### src/rtl/instr_decode_queue.sv
// Fetch-to-decode instruction queue: circular buffer with a valid/ready
// handshake on each side, presenting the head entry split into MIPS fields.
module instr_decode_queue #(
  parameter int DEPTH = 4,
  parameter int PTR_W = 2,
  parameter int PC_W  = 32
) (
  input  logic             clk,
  input  logic             reset,
  input  logic             flush,
  input  logic             in_valid,
  output logic             in_ready,
  input  logic [31:0]      in_instr,
  input  logic [PC_W-1:0]  in_pc,
  input  logic             in_exc,
  output logic             out_valid,
  input  logic             out_ready,
  output logic [PC_W-1:0]  out_pc,
  output logic             out_exc,
  output logic [5:0]       opcode,
  output logic [4:0]       rs,
  output logic [4:0]       rt,
  output logic [4:0]       rd,
  output logic [4:0]       shift,
  output logic [5:0]       funct,
  output logic [15:0]      imm16,
  output logic [25:0]      imm26,
  output logic [PTR_W:0]   count
);

  localparam logic [PTR_W:0]   FULL  = (PTR_W+1)'(DEPTH);
  localparam logic [PTR_W:0]   ONE_C = (PTR_W+1)'(1);
  localparam logic [PTR_W-1:0] ONE_P = PTR_W'(1);

  logic [31:0]      instr_q [DEPTH];
  logic [PC_W-1:0]  pc_q    [DEPTH];
  logic [DEPTH-1:0] exc_q;

  logic [PTR_W-1:0] head;
  logic [PTR_W-1:0] tail;
  logic [PTR_W:0]   cnt;
  logic             push;
  logic             pop;
  logic [31:0]      head_word;

  assign in_ready  = (cnt != FULL);
  assign out_valid = (cnt != '0);
  assign push      = in_valid && in_ready;
  assign pop       = out_valid && out_ready;
  assign count     = cnt;

  always_ff @(posedge clk or negedge reset) begin
    if (!reset) begin
      head  <= '0;
      tail  <= '0;
      cnt   <= '0;
      exc_q <= '0;
      for (int i = 0; i < DEPTH; i++) begin
        instr_q[i] <= '0;
        pc_q[i]    <= '0;
      end
    end else if (flush) begin
      head <= '0;
      tail <= '0;
      cnt  <= '0;
    end else begin
      if (push) begin
        // faulting fetches become sll nop so decode sees nothing harmful
        instr_q[tail] <= in_exc ? 32'h0 : in_instr;
        pc_q[tail]    <= in_pc;
        exc_q[tail]   <= in_exc;
        tail          <= tail + ONE_P;
      end
      if (pop)
        head <= head + ONE_P;
      if (push && !pop)
        cnt <= cnt + ONE_C;
      else if (pop && !push)
        cnt <= cnt - ONE_C;
    end
  end

  // empty queue reads zero regardless of stale storage
  assign head_word = out_valid ? instr_q[head] : 32'h0;
  assign out_pc    = out_valid ? pc_q[head] : '0;
  assign out_exc   = out_valid & exc_q[head];

  assign opcode = head_word[31:26];
  assign rs     = head_word[25:21];
  assign rt     = head_word[20:16];
  assign rd     = head_word[15:11];
  assign shift  = head_word[10:6];
  assign funct  = head_word[5:0];
  assign imm16  = head_word[15:0];
  assign imm26  = head_word[25:0];

endmodule

### config.mk
export PLATFORM = sky130hd
export DESIGN_NAME = instr_decode_queue
export DESIGN_NICKNAME = d
export VERILOG_FILES = /design/src/rtl/instr_decode_queue.sv
export SDC_FILE = /design/constraint.sdc
export NUM_CORES = 1
export LEC_CHECK = 0
export CORE_ASPECT_RATIO = 0.7
export CORE_MARGIN = 3
export CORE_UTILIZATION = 64
export CTS_CLUSTER_SIZE = 10
export DETAILED_ROUTE_END_ITERATION = 12
export DONT_BUFFER_PORTS = 1
export GPL_ROUTABILITY_DRIVEN = 0
export PLACE_DENSITY = 0.8
export SLEW_MARGIN = 20
export SYNTH_ARGS = -nofsm -noshare
export SYNTH_HDL_FRONTEND = slang
export SYNTH_SLANG_ARGS = --single-unit
### constraint.sdc
create_clock -name clk -period 2.85 [get_ports clk]
set_input_delay 0.57 -clock clk [delete_from_list [all_inputs] [get_ports clk]]
set_output_delay 0.57 -clock clk [all_outputs]
set_load 0.02 [all_outputs]
==> results_dict.tcl <==
set metrics [dict create \
    antenna_violations_before_repair 5 \
    critical-path-top-delay-family "multiplexers" \
    i_o_buffers 0 \
    root_buffer "sky130_fd_sc_hd__clkbuf_16" \
    final_common_cell "sky130_fd_sc_hd__dfrtp_1" \
    dieWidth_um 182 \
    share_of_post_route_cells_with_drive_strength_above_1 0.503 \
    required_time_of_the_critical_path_ps 2280 \
    tightestPinTransition_ps 776 \
    ant_nets 0 \
    combinationalPowerShare 0.384 \
    numClockSinks 267 \
    startpoint_type "register" \
    synthCells 838 \
    placementRows 44 \
    synth.ff_latch_count 267 \
    synth.cell_area_sq_um 13800 \
    grt-ovfl-total 0 \
    chip_height_um 129 \
    timing.setup.tns_ps 0 \
    wirelength_routed_um 26900 \
    achievable-frequency_mhz 360 \
    vdd_drop_max_mv 0.510 \
    postLayoutSetupSlackWorst_ps 68.9 \
    sw_frac_of_total 0.320 \
    route.detailed.wl_per_inst_um 24.8 \
    violations_in_the_final_reports "hold timing" \
    dr_total_vias 6763 \
    instances_no_fill 1088 \
    grt_pass1_wl_um 44100 \
    worstSetupEndpointType "output port" \
    timing.max_slew.rel_slack 0.482 \
    power-per-cell-area_nw_per_um2 1040 \
    worstHoldPathType "in -> async" \
    dp_slack_ps 410 \
    floorplan.initialDensity 0.658 \
    total_switching_power_uw 4830 \
    initialDrtViolationCount 474 \
    p_leak_uw 0.00705 \
    layout_worst_path_cycle_share 0.976 \
    fin_nets 883 \
    critical-path-slowest-cell "sky130_fd_sc_hd__mux4_2" \
    grt_max_degree 268 \
    result_of_the_run "finished, violations left" \
    floorplan.die_area_sq_um 23400 \
    drt-pass1-iter-count 4 \
    yosysWarningCount 0 \
    grtUsageTotal 0.236 \
    fin_worst_hold_slack_ps -262 \
    crit_chain "buf_16, mux4_2, and2_2" \
    finalCoreUtilization 0.688 \
    tritoncts.num_buffers 30 \
    finalSetupViolations 0 \
    critPathMaxStageDelay_ps 570 \
    drv_slew 0 \
    core_region_area_sq_um 21000 \
    drt-vias-per-instance 6.22 \
    htree_num_levels 1 \
    crit_buf_inv 1 \
    power.share.sequential 0.397 \
    synth.avg_cell_area_sq_um 16.5 \
    share_clk_of_total_power 0.219 \
    crit_fanout 22 \
    clock_tree.buffer_depth 3 \
    fin_skew_ps 8.43 \
    min_period_ps 2780 \
    synthesis.nets 913 \
    insertion_delay_ps 530 \
    detailedPlacementHpwl_um 16700 \
    ys_seq_area_frac 0.484 \
    route.detailed.drc 0 \
    filler_cell_count 1321 \
    data_arrival_at_the_endpoint_of_the_critical_path_ps 2210 \
    max_cap_violations 0 \
    setup_repair_after_global_routing_missed_its_margin "false" \
    areaGrowthSynthToFinish_pct 4.56 \
    finalHoldViolCount 267 \
    placed_cells 1048 \
    cell_internal_pwr_uw 10300 \
    io_pins 182 \
    via_count_of_the_first_global_routing_pass 7648 \
    clkSlewWorstSetupHoldPaths_ps 50 \
    layout_common_cells "264 x sky130_fd_sc_hd__dfrtp_1, 200 x sky130_fd_sc_hd__mux2_4, 65 x sky130_fd_sc_hd__mux4_2, 63 x sky130_fd_sc_hd__and2_1, 62 x sky130_fd_sc_hd__mux2_2" \
    cts_tree "built" \
    timing.setup.critical_path_class "reg -> out" \
    yosys.cell_types.count 35 \
]
==> worst register-to-register path: cells and delay by family, from the launching register on <==
kind / cells / cell delay [ps]
flops: 1 / 460
mux: 1 / 350
simple gates: 2 / 690
buf+inv: 3 / 680
==> state kept, by name (all words and copies together), names as in the netlist <==
register  count
count         3
exc_q         4
head          2
instr_q     128
pc_q        128
tail          2
==> kinds of logic (layout without fill, tap and decap cells) <==
| group | Yosys count | in the layout | synth area share |
|---|---|---|---|
| compound gates | 12 | 12 | 0.00580 |
| flops | 267 | 267 | 0.484 |
| buf+inv | 106 | 79 | 0.0718 |
| other cells | 0 | 1 | 0 |
| xor+xnor | 2 | 2 | 0.00127 |
| simple gates | 118 | 118 | 0.0574 |
| mux | 328 | 328 | 0.375 |
| fa+ha+maj | 5 | 5 | 0.00507 |
==> cell usage after synthesis (all sizes together) <==
cell / number / share of area
mux2: 262 / 0.27
inv: 7 / 0.0021
o311ai: 1 / 0.00063
dfrtp: 267 / 0.48
nand3: 2 / 0.00072
nand2: 1 / 0.00027
nand4: 1 / 0.00045
o21a: 1 / 0.00054
nor2b: 33 / 0.015
o31ai: 1 / 0.00054
a31oi: 1 / 0.00045
nor2: 9 / 0.0024
nor3: 1 / 0.00036
a21oi: 2 / 0.00072
mux4: 65 / 0.11
nand4b: 4 / 0.0069
a311o: 1 / 0.00072
xor2: 2 / 0.0013
nor3b: 2 / 0.0019
o21ai: 4 / 0.0014
fa: 1 / 0.0014
a221o: 1 / 0.00072
buf: 82 / 0.065
mux2i: 1 / 0.00072
ha: 4 / 0.0036
clkbuf: 17 / 0.0047
and2: 65 / 0.029
==> per-stage QoR <==
stage                     power [uW]  cell area, sq um
final                          15100             14400
after global routing           15800             14400
after CTS                      15200             14400
after detailed placement       11700             13600
after global placement         11500             13600
after floorplan                11000             13800
==> worst paths after layout <==
kind | from | endpoint | slack [ps] | cells past startpoint
max | head[0] | imm26[21] | 70 | 3
min | reset | pc_q[104] | -260 | 0
max reg2reg | count[0] | pc_q[120] | 550 | 6
min reg2reg | pc_q[40] | pc_q[40] | 500 | 1
max in group asynchronous | reset | pc_q[126] | 2460 | 0
min in group clk | flush | head[1] | 100 | 1
==> routing by layer <==
metal / track usage / vias up / share of wire
met4: 0.0501 / 8 / 0.016
met2: 0.384 / 176 / 0.48
li1: - / 2888 / -
met5: 0 / - / 0.0014
met3: 0.0571 / 42 / 0.052
met1: 0.330 / 3649 / 0.45
==> repair_timing <==
action                                  CTS  global route
hold endpoints to repair                267           267
gates resized for setup                   5             4
endpoints found under the setup margin   80            13
buffers inserted                          3             1
==> power by group through the flow <==
stage               Sequential, uW  Clock, uW  Combinational [uW]
finish                        5990       3300                5790
global route                  6150       3530                6170
CTS                           5980       3390                5820
detailed placement            6020          0                5710
global placement              5880          0                5580
floorplan                     5680          0                5300
==> cell type report <==
class,count,area [sq um],area share
Antenna cell,1,2.50,0.000173
Clock buffer,35,801,0.0555
Inverter,7,28.8,0.00199
Multi-Input combinational cell,465,6150,0.426
Sequential cell,267,6690,0.463
Tap cell,276,345,0.0239
Timing Repair Buffer,37,425,0.0295
(Power assumes the default switching activity.)
